**config.mk**
```make
export PLATFORM = sky130hd
export DESIGN_NAME = input_conditioner
export DESIGN_NICKNAME = d
export VERILOG_FILES = /design/src/rtl/input_conditioner.sv
export SDC_FILE = /design/constraint.sdc
export NUM_CORES = 1
export LEC_CHECK = 0
export ABC_AREA = 1
export BUFFER_PORTS_ARGS = -buffer_cell sky130_fd_sc_hd__buf_2
export CAP_MARGIN = 20
export CORE_MARGIN = 3
export CORE_UTILIZATION = 37
export DETAILED_ROUTE_END_ITERATION = 7
export SYNTH_ARGS = -nofsm -noshare
export SYNTH_HDL_FRONTEND = slang
export SYNTH_SLANG_ARGS = --single-unit
```
**constraint.sdc**
```tcl
create_clock -name clock -period 4.6 [get_ports clock]
set_input_delay 0.46 -clock clock [delete_from_list [all_inputs] [get_ports clock]]
set_output_delay 0.46 -clock clock [all_outputs]
set_load 0.005 [all_outputs]
```
**src/rtl/input_conditioner.sv**
```systemverilog
// Synchronizes and glitch-filters the four raw scenario inputs, makes rising-edge strobes,
// and measures/locks onto the phase period. Define GLITCH_CNT_EN to build the phase glitch counter.
module input_conditioner #(
    parameter int SYNC_STAGES = 2,
    parameter int FILTER_LEN  = 4,
    parameter int PERIOD_W    = 16,
    parameter int LOCK_TOL    = 4,
    parameter int LOCK_COUNT  = 4
) (
    input  logic                clock,
    input  logic                reset_signal,
    input  logic                start_raw,
    input  logic                fg_opto_raw,
    input  logic                phase_raw,
    input  logic                detector_ready_raw,
    output logic                start_f,
    output logic                start_rise,
    output logic                fg_opto_f,
    output logic                fg_opto_rise,
    output logic                phase_f,
    output logic                phase_rise,
    output logic                detector_ready_f,
    output logic [PERIOD_W-1:0] phase_period,
    output logic                period_valid,
    output logic                phase_locked,
    output logic [15:0]         glitch_count
);

    localparam int RUN_W  = $clog2(FILTER_LEN + 1);
    localparam int MCNT_W = $clog2(LOCK_COUNT + 1);

    typedef enum logic [1:0] {IDLE, MEASURE, LOCKED} lock_state_e;

    // Channel order: 0 start, 1 fg_opto, 2 phase, 3 detector_ready
    logic [3:0]                  raw;
    logic [3:0][SYNC_STAGES-1:0] sync_q, sync_d;
    logic [3:0]                  synced;
    logic [3:0]                  prev_q, prev_d;
    logic [3:0]                  filt_q, filt_d;
    logic [3:0]                  rise_q, rise_d;
    logic [3:0][RUN_W-1:0]       run_q, run_d;

    assign raw = {detector_ready_raw, phase_raw, fg_opto_raw, start_raw};

    // run counts cycles (including the current one) the synced level has held, saturating
    always_comb begin
        for (int unsigned c = 0; c < 4; c++) begin
            sync_d[c] = {sync_q[c][SYNC_STAGES-2:0], raw[c]};
            synced[c] = sync_q[c][SYNC_STAGES-1];
            prev_d[c] = synced[c];
            if (synced[c] != prev_q[c]) begin
                run_d[c] = RUN_W'(1);
            end else if (run_q[c] == RUN_W'(FILTER_LEN)) begin
                run_d[c] = run_q[c];
            end else begin
                run_d[c] = run_q[c] + RUN_W'(1);
            end
            filt_d[c] = filt_q[c];
            if (run_d[c] == RUN_W'(FILTER_LEN) && synced[c] != filt_q[c]) begin
                filt_d[c] = synced[c];
            end
            rise_d[c] = filt_d[c] & ~filt_q[c];
        end
    end

    always_ff @(posedge clock or negedge reset_signal) begin
        if (!reset_signal) begin
            sync_q <= '0;
            prev_q <= '0;
            filt_q <= '0;
            rise_q <= '0;
            run_q  <= '0;
        end else begin
            sync_q <= sync_d;
            prev_q <= prev_d;
            filt_q <= filt_d;
            rise_q <= rise_d;
            run_q  <= run_d;
        end
    end

    assign start_f          = filt_q[0];
    assign start_rise       = rise_q[0];
    assign fg_opto_f        = filt_q[1];
    assign fg_opto_rise     = rise_q[1];
    assign phase_f          = filt_q[2];
    assign phase_rise       = rise_q[2];
    assign detector_ready_f = filt_q[3];

    logic [PERIOD_W-1:0] cnt_q, cnt_d;
    logic [PERIOD_W-1:0] period_q, period_d;
    logic [PERIOD_W-1:0] new_period;
    logic [PERIOD_W:0]   diff;
    logic                valid_q, valid_d;
    logic                sat, match;
    logic [MCNT_W-1:0]   mcnt_q, mcnt_d;
    lock_state_e         state_q, state_d;

    // A rise in IDLE always re-arms, even with the counter pinned at saturation
    always_comb begin
        sat        = (cnt_q == '1);
        new_period = cnt_q + PERIOD_W'(1);
        diff       = (new_period >= period_q) ? ({1'b0, new_period} - {1'b0, period_q})
                                              : ({1'b0, period_q} - {1'b0, new_period});
        match      = valid_q && (diff <= (PERIOD_W + 1)'(LOCK_TOL));

        cnt_d = sat ? cnt_q : cnt_q + PERIOD_W'(1);
        if (rise_q[2]) cnt_d = '0;

        state_d  = state_q;
        period_d = period_q;
        valid_d  = valid_q;
        mcnt_d   = mcnt_q;
        case (state_q)
            IDLE: begin
                if (rise_q[2]) begin
                    state_d = MEASURE;
                    mcnt_d  = '0;
                end
            end
            MEASURE, LOCKED: begin
                if (sat) begin
                    state_d = IDLE;
                    valid_d = 1'b0;
                    mcnt_d  = '0;
                end else if (rise_q[2]) begin
                    period_d = new_period;
                    valid_d  = 1'b1;
                    if (match) begin
                        if (mcnt_q != MCNT_W'(LOCK_COUNT)) mcnt_d = mcnt_q + MCNT_W'(1);
                        if (mcnt_d == MCNT_W'(LOCK_COUNT)) state_d = LOCKED;
                    end else begin
                        mcnt_d  = '0;
                        state_d = MEASURE;
                    end
                end
            end
            default: state_d = IDLE;
        endcase
    end

    always_ff @(posedge clock or negedge reset_signal) begin
        if (!reset_signal) begin
            state_q <= IDLE;
        end else begin
            state_q <= state_d;
        end
    end

    always_ff @(posedge clock or negedge reset_signal) begin
        if (!reset_signal) begin
            cnt_q    <= '0;
            period_q <= '0;
            valid_q  <= 1'b0;
            mcnt_q   <= '0;
        end else begin
            cnt_q    <= cnt_d;
            period_q <= period_d;
            valid_q  <= valid_d;
            mcnt_q   <= mcnt_d;
        end
    end

    assign phase_period = period_q;
    assign period_valid = valid_q;
    assign phase_locked = (state_q == LOCKED);

`ifdef GLITCH_CNT_EN
    logic [15:0] glitch_q, glitch_d;
    logic        glitch_ev;

    // An aborted run toward a new phase level counts as one rejected glitch
    always_comb begin
        glitch_ev = (synced[2] != prev_q[2]) && (prev_q[2] != filt_q[2])
                    && (run_q[2] < RUN_W'(FILTER_LEN));
        glitch_d  = (glitch_ev && glitch_q != '1) ? glitch_q + 16'd1 : glitch_q;
    end

    always_ff @(posedge clock or negedge reset_signal) begin
        if (!reset_signal) begin
            glitch_q <= '0;
        end else begin
            glitch_q <= glitch_d;
        end
    end

    assign glitch_count = glitch_q;
`else
    assign glitch_count = '0;
`endif

endmodule

```
=== Word level (Yosys, flattened, before mapping) ===
Index checks and enable logic that the tools add are counted.
W data, S select, Z words.

* Bits in registers: 69
* Bits of input ports: 6
* Output and inout port bits: 41
* Word-level logic and storage cells: 104

* Add/sub/neg operators: 8
* $lt $le $gt $ge: 2
* Equality and inequality tests: 25
* Mux-type cells: 33
* Bitwise operators: 7
* Reduce and logical (&&, ||, !) cells: 13

{| class="wikitable"
|+ Operators with widths
! operator !! number
|-
| $mux W3 || 17
|-
| $sub A16 B16 Y17 || 2
|-
| $mux W16 || 2
|-
| $eq A3 B3 Y1 const B || 9
|-
| $le A17 B3 Y1 const B || 1
|-
| $mux W17 || 1
|-
| $add A16 B1 Y16 const B || 1
|-
| $eq A16 B16 Y1 const B || 1
|-
| $ge A16 B16 Y1 || 1
|-
| $add A3 B1 Y3 const B || 5
|-
| $mux W2 || 5
|-
| $reduce_and A3 Y1 || 3
|-
| $ne A1 B1 Y1 || 8
|-
| $mux W1 || 6
|-
| $ne A3 B3 Y1 const B || 2
|-
| $pmux W3 S2 || 1
|-
| $logic_and A1 B1 Y1 || 5
|-
| $ne A2 B2 Y1 const B || 2
|-
| $ne A4 B4 Y1 const B || 1
|-
| $not A1 Y1 || 4
|-
| $pmux W2 S2 || 1
|-
| $reduce_bool A2 Y1 || 2
|-
| $and A1 B1 Y1 || 3
|-
| $eq A2 B1 Y1 const B || 1
|-
| other kinds (4) || 4
|}

=== Logic depth before layout (Yosys ltp) ===
* Depth after elaboration: 15
* Depth in mapped cells: 32
* Mapped depth without buffers: 32

=== Worst setup path before layout ===
No wires, ideal clock.

* Kind: register -> register
* Start point: register cnt_q[0]
* End point: register state_q[1]
* Setup time: 0.118 ns
* Arrival: 3.415 ns
* Required time: 4.482 ns
* Slack: 1.067 ns
* Cell stages (with the launch flop): 31
* Path buffers: 1
* Period minus slack after synthesis: 3.533 ns
* Cells stage by stage: dfrtp_1 -> nand2_1 -> nor2_1 -> nand3_1 -> nor2_2 -> nand4_1 -> nor2_1 -> nand2_1 -> nor2_1 -> nand2_1 -> nor2_1 -> xor2_1 -> inv_1 -> ha_1 -> nand2_1 -> inv_1 -> nand2_1 -> nor2_4 -> nand2_1 -> nand3_2 -> a21oi_2 -> buf_6 -> nand2_1 -> nand2_1 -> nand2_1 -> nor2_1 -> nand2_1 -> nor2_2 -> nand4_1 -> nand3_1 -> nand2_1

* Cells in the longest elaborated chain, start to end: 9
* Elaborated cells between the ends (all ways): 15
* Classes of those cells: 3 x add/sub; 2 x order compare; 3 x eq/ne; 5 x mux; 2 x reduce/logical

{| class="wikitable"
|+ RTL lines
! what !! RTL line !! text
|-
| start, declared || 90 || <nowiki>logic [PERIOD_W-1:0] cnt_q, cnt_d;</nowiki>
|-
| start signal, assigned || 157 || <nowiki>cnt_q <= cnt_d;</nowiki>
|-
| $add A16 B1 Y16 (*) || 102 || <nowiki>new_period = cnt_q + PERIOD_W'(1);</nowiki>
|-
| named net new_period[15] || 92 || <nowiki>logic [PERIOD_W-1:0] new_period;</nowiki>
|-
| $sub A16 B16 Y17, or another cell as far along || 104 || <nowiki>: ({1'b0, period_q} - {1'b0, new_period});</nowiki>
|-
| $mux W17 (*) || 103 || <nowiki>diff = (new_period >= period_q) ? ({1'b0, new_period} - {1'b0, period_q})</nowiki>
|-
| $le A17 B3 Y1 (*) || 105 || <nowiki>match = valid_q && (diff <= (PERIOD_W + 1)'(LOCK_TOL));</nowiki>
|-
| $logic_and A1 B1 Y1 (*) || 105 ||
|-
| $mux W2 || 129 || <nowiki>if (match) begin</nowiki>
|-
| $mux W2 || 126 || <nowiki>end else if (rise_q[2]) begin</nowiki>
|-
| $mux W2 || 122 || <nowiki>if (sat) begin</nowiki>
|-
| $pmux W2 S2 || 114 || <nowiki>case (state_q)</nowiki>
|-
| end signal, assigned || 146 || <nowiki>state_q <= state_d;</nowiki>
|-
| end, declared || 97 || <nowiki>lock_state_e state_q, state_d;</nowiki>
|}

The timed path passes the listed nets; every way through them passes the cells marked *. The select of a mux whose other input is x is not followed.
A chain may end at the register's enable or synchronous reset.

=== Worst setup path after layout ===
* Start point: register cnt_q[0]
* End point: register mcnt_q[1]

* Cells in the longest elaborated chain, start to end: 9
* Elaborated cells between the ends (all ways): 14
* Classes of those cells: 3 x add/sub; 2 x order compare; 2 x eq/ne; 5 x mux; 2 x reduce/logical

{| class="wikitable"
|+ RTL lines
! what !! RTL line !! text
|-
| $add A16 B1 Y16 (*) || 102 ||
|-
| named net new_period[12] || 92 ||
|-
| $sub A16 B16 Y17, or another cell as far along || 104 ||
|-
| $mux W17 (*) || 103 ||
|-
| $le A17 B3 Y1 (*) || 105 ||
|-
| $logic_and A1 B1 Y1 (*) || 105 ||
|-
| $mux W3 (*) || 129 ||
|-
| $mux W3 (*) || 126 ||
|-
| $mux W3 (*) || 122 ||
|-
| $pmux W3 S2 (*) || 114 ||
|-
| end signal, assigned || 160 || <nowiki>mcnt_q <= mcnt_d;</nowiki>
|-
| end, declared || 96 || <nowiki>logic [MCNT_W-1:0] mcnt_q, mcnt_d;</nowiki>
|}

Marked as above.

==> out/results.tsv <==
stage	metric	value	unit
run_status	outcome	finished, final reports clean	
logic_synthesis	Seq/Total Area, Yosys	32.4	%
power_and_ir_drop	Comb pwr share	64.5	%
sta	Final Hold Viols	0	
floorplanning	Std-Cell Rows	43	
power_and_ir_drop	Leak	3.45	nW
logic_synthesis	Synth cell types	36	
power_and_ir_drop	Clock power frac	17.3	%
power_and_ir_drop	Sw Ratio	49.9	%
logic_synthesis	post-synth top area cell	dfrtp_1	
critical_path	Worst path top cell family by delay	simple AND/OR/NAND/NOR gates	
logic_synthesis	warnings from Yosys	0	
floorplanning	Core ar.	0.0140	mm^2
sta	final worst-path cycle share	89.7	%
logic_synthesis	top cells by area, synth	dfrtp_1, nand2_1, ha_1, inv_1, nand3_1	
logic_synthesis	Synth Instances	767	
logic_synthesis	mapped cell area	0.00534	mm^2
critical_path	CP required	4.86	ns
critical_path	Max FO, Critical Path	6	
clock_network	Clock Sinks	69	
power_and_ir_drop	P_int	2.31	mW
critical_path	crit path launch type	register	
logic_synthesis	top cell type's share of synthesized area	32.4	%
critical_path	Worst path most repeated cell	nand2_1	
global_route	vias in the first global route	4348	
sta	min Tclk post-route	4.13	ns
logic_synthesis	commonest cells in the netlist	nand2_1, inv_1, dfrtp_1	
logic_synthesis	Most used DFF post-synth	dfrtp_1	
min_path	worst hold path class	primary input to asynchronous set/reset pin	
placement	HPWL after DPL	10.0	mm
sta	Final Skew	0.00657	ns
global_route	largest net degree at the start of global routing	37	
sta	Peak Freq	242	MHz
placement	GP Congestion	0.896	
global_route	initial antenna violation count	0	
sta	final setup vio count	0	
routing	DRT Pass-1 Iters	4	
routing	# DRC	0	
job	maximum capacitance violations	0	
logic_synthesis	top-count cell post-synth	nand2_1	
logic_synthesis	flops & latches, synth	69	
critical_path	max incr delay on CP	0.40	ns
layout	fill count	1456	
clock_network	H-tree levels	3	
logic_synthesis	mean post-synth cell area	6.96	um^2
global_route	grt total ovfl	0	
sta	setup_tns	0	ns
floorplanning	Initial Util	38.1	%
sta	setup ws final	0.475	ns
sta	Worst Tran Pin Value	0.760	ns
floorplanning	I/O pin total	47	
layout	# nets final	858	
clock_network	Reg clk slew, reported paths	0.06	ns
layout	Area Growth Syn to Fin	12.5	%
sta	slew margin rel.	49.4	%
routing	DR vias	4510	
power_and_ir_drop	Pwr per Cell Area	769	mW/mm^2
clock_network	Root Buffer	clkbuf_16	
power_and_ir_drop	total power	4.62	mW
floorplanning	Chip Width	126	um
floorplanning	die area	0.0159	mm^2
critical_path	CP bufs+invs	4	
global_route	GRT Overall Usage	15.7	%
routing	Detail Route Antenna Nets	0	
sta	RSZ-0062 raised after global routing	false	
routing	final wirelength	12.1	mm
sta	Slew Limit Fails	0	
clock_network	CTS Buf Count	9	
layout	share of cells above drive strength 1	11.2	%
critical_path	crit path kind	register to register	
clock_network	clock latency on the worst-skew pair	0.33	ns
critical_path	CP endpoint kind	register	
logic_synthesis	Post-synth EDFFs	0	
placement	post-place setup slack	0.407	ns
power_and_ir_drop	worst vdd ir	0.284	mV
power_and_ir_drop	Psw	2.31	mW
floorplanning	Die H	126	um
critical_path	Worst Path Arrival	4.38	ns
clock_network	Max Root-Sink Buffers	2	
critical_path	Slowest-stage cell, CP	ha_1	
clock_network	CTS tree	built	
global_route	first-pass GRT wire length	20.3	mm
routing	DR iter-0 viols	269	
logic_synthesis	FFs w/ async S/R, synth	100	%
layout	ant diodes	0	
power_and_ir_drop	Flop pwr share	18.2	%
routing	number of vias per cell	4.56	
placement	Port Buffer Count	30	
routing	DR WL/cell	12.2	um
clock_network	CTS Hold Bufs	0	
==> layout make-up <==
class,instances,area (um^2),share of cell area [%]
multi-input cells,541,2950,49.2
flip-flops and latches,69,1730,28.8
inverters,150,564,9.40
clock buffers,10,239,3.98
well taps,180,225,3.75
repair buffers,35,188,3.13
clock inverters,5,108,1.79
==> worst paths after layout <==
kind / startpoint / to / slack, ns / depth (start not counted)
worst min register to register: sync_d[7] / prev_d[3] / 0.35 / 0
min in group clock: detector_ready_raw / sync_d[7] / 0.23 / 1
worst min-delay path: reset_signal / filt_q[0] / 0.20 / 1
worst max register to register: cnt_q[0] / mcnt_q[1] / 0.47 / 25
worst max-delay path: cnt_q[0] / mcnt_q[1] / 0.47 / 25
max in group asynchronous: reset_signal / cnt_q[15] / 3.48 / 2
==> flip-flops by register name (all words and copies together), names as in the netlist <==
register / cells
filt_q: 4
period_valid: 1
rise_q: 3
prev_d: 4
cnt_q: 16
sync_d: 4
phase_period: 16
prev_q: 4
mcnt_q: 3
run_q: 12
state_q: 2
==> cells in the final DEF, fill, tap and decap left out, types with 2 or more instances in the layout <==
| master | netlist | final |
|---|---|---|
| a21oi_1 | 27 | 27 |
| and2_1 | 4 | 4 |
| buf_2 | 0 | 30 |
| buf_4 | 16 | 5 |
| bufinv_16 | 0 | 3 |
| clkbuf_16 | 0 | 9 |
| conb_1 | 1 | 16 |
| dfrtp_1 | 69 | 69 |
| ha_1 | 46 | 45 |
| inv_1 | 142 | 142 |
| inv_2 | 6 | 6 |
| nand2_1 | 252 | 252 |
| nand2_2 | 2 | 2 |
| nand2_4 | 3 | 3 |
| nand3_1 | 41 | 40 |
| nand3_2 | 3 | 4 |
| nand4_1 | 8 | 8 |
| nor2_1 | 42 | 40 |
| nor2_2 | 7 | 7 |
| nor2_4 | 2 | 4 |
| nor3_1 | 6 | 5 |
| o21ai_0 | 18 | 18 |
| o21ai_1 | 15 | 15 |
| o21ai_2 | 4 | 4 |
| o21bai_1 | 3 | 3 |
| or2_2 | 2 | 2 |
| xnor2_1 | 9 | 9 |
| xor2_1 | 23 | 23 |
==> routing by layer <==
layer	vias up	GRT usage [%]	part of all wire (%)
met4	0	5.17	2.1
met5	-	0	0
met2	73	26.3	47
met1	2031	20.8	47
li1	2388	-	-
met3	18	2.42	3.8
==> power by group through the flow <==
| stage | clock (mW) | sequential (mW) | combinational, mW |
|---|---|---|---|
| detailed placement | 0 | 0.848 | 2.87 |
| global placement | 0 | 0.847 | 2.87 |
| global route | 0.846 | 0.857 | 3.47 |
| floorplan | 0 | 0.831 | 2.31 |
| finish | 0.800 | 0.841 | 2.98 |
| CTS | 0.826 | 0.838 | 2.88 |
==> repair_timing <==
| action | in CTS | in global routing |
|---|---|---|
| setup endpoints to repair | 0 | 5 |
| buffers inserted | 0 | 2 |
| gates resized for setup | 0 | 8 |
==> cell families (layout without fill, tap and decap cells) <==
group	Yosys count	count (layout)	synth area share (%)
compound gates	71	72	7.29
xor+xnor	32	32	5.25
fa+ha+maj	46	46	10.8
buf+inv	173	200	14.2
flops	69	69	32.4
mux	1	1	0.211
other cells	1	16	0.0703
simple gates	374	374	29.9
==> metrics by stage <==
stage | util, % | std cells | area [um^2] | hold slack [ns]
2_1_floorplan | - | 782 | 5390 | 0.164
3_5_place_dp | 40.0 | 972 | 5600 | 0.339
5_1_grt | 42.9 | 990 | 6000 | 0.219
6_report | 42.9 | 990 | 6000 | 0.203
3_3_place_gp | 40.0 | 972 | 5600 | 0.332
4_1_cts | 42.5 | 987 | 5950 | 0.213
==> worst reg2reg max path, delay by kind of cell (launching register included) <==
kind | cells | cell delay (ns)
AO/OA/AOI/OAI | 2 | 0.21
XOR/XNOR | 1 | 0.26
adder cells (fa/ha/maj) | 2 | 0.61
buffers and inverters | 4 | 0.44
flip-flops | 1 | 0.39
AND/OR/NAND/NOR | 16 | 2.12
(Power assumes the default switching activity.)
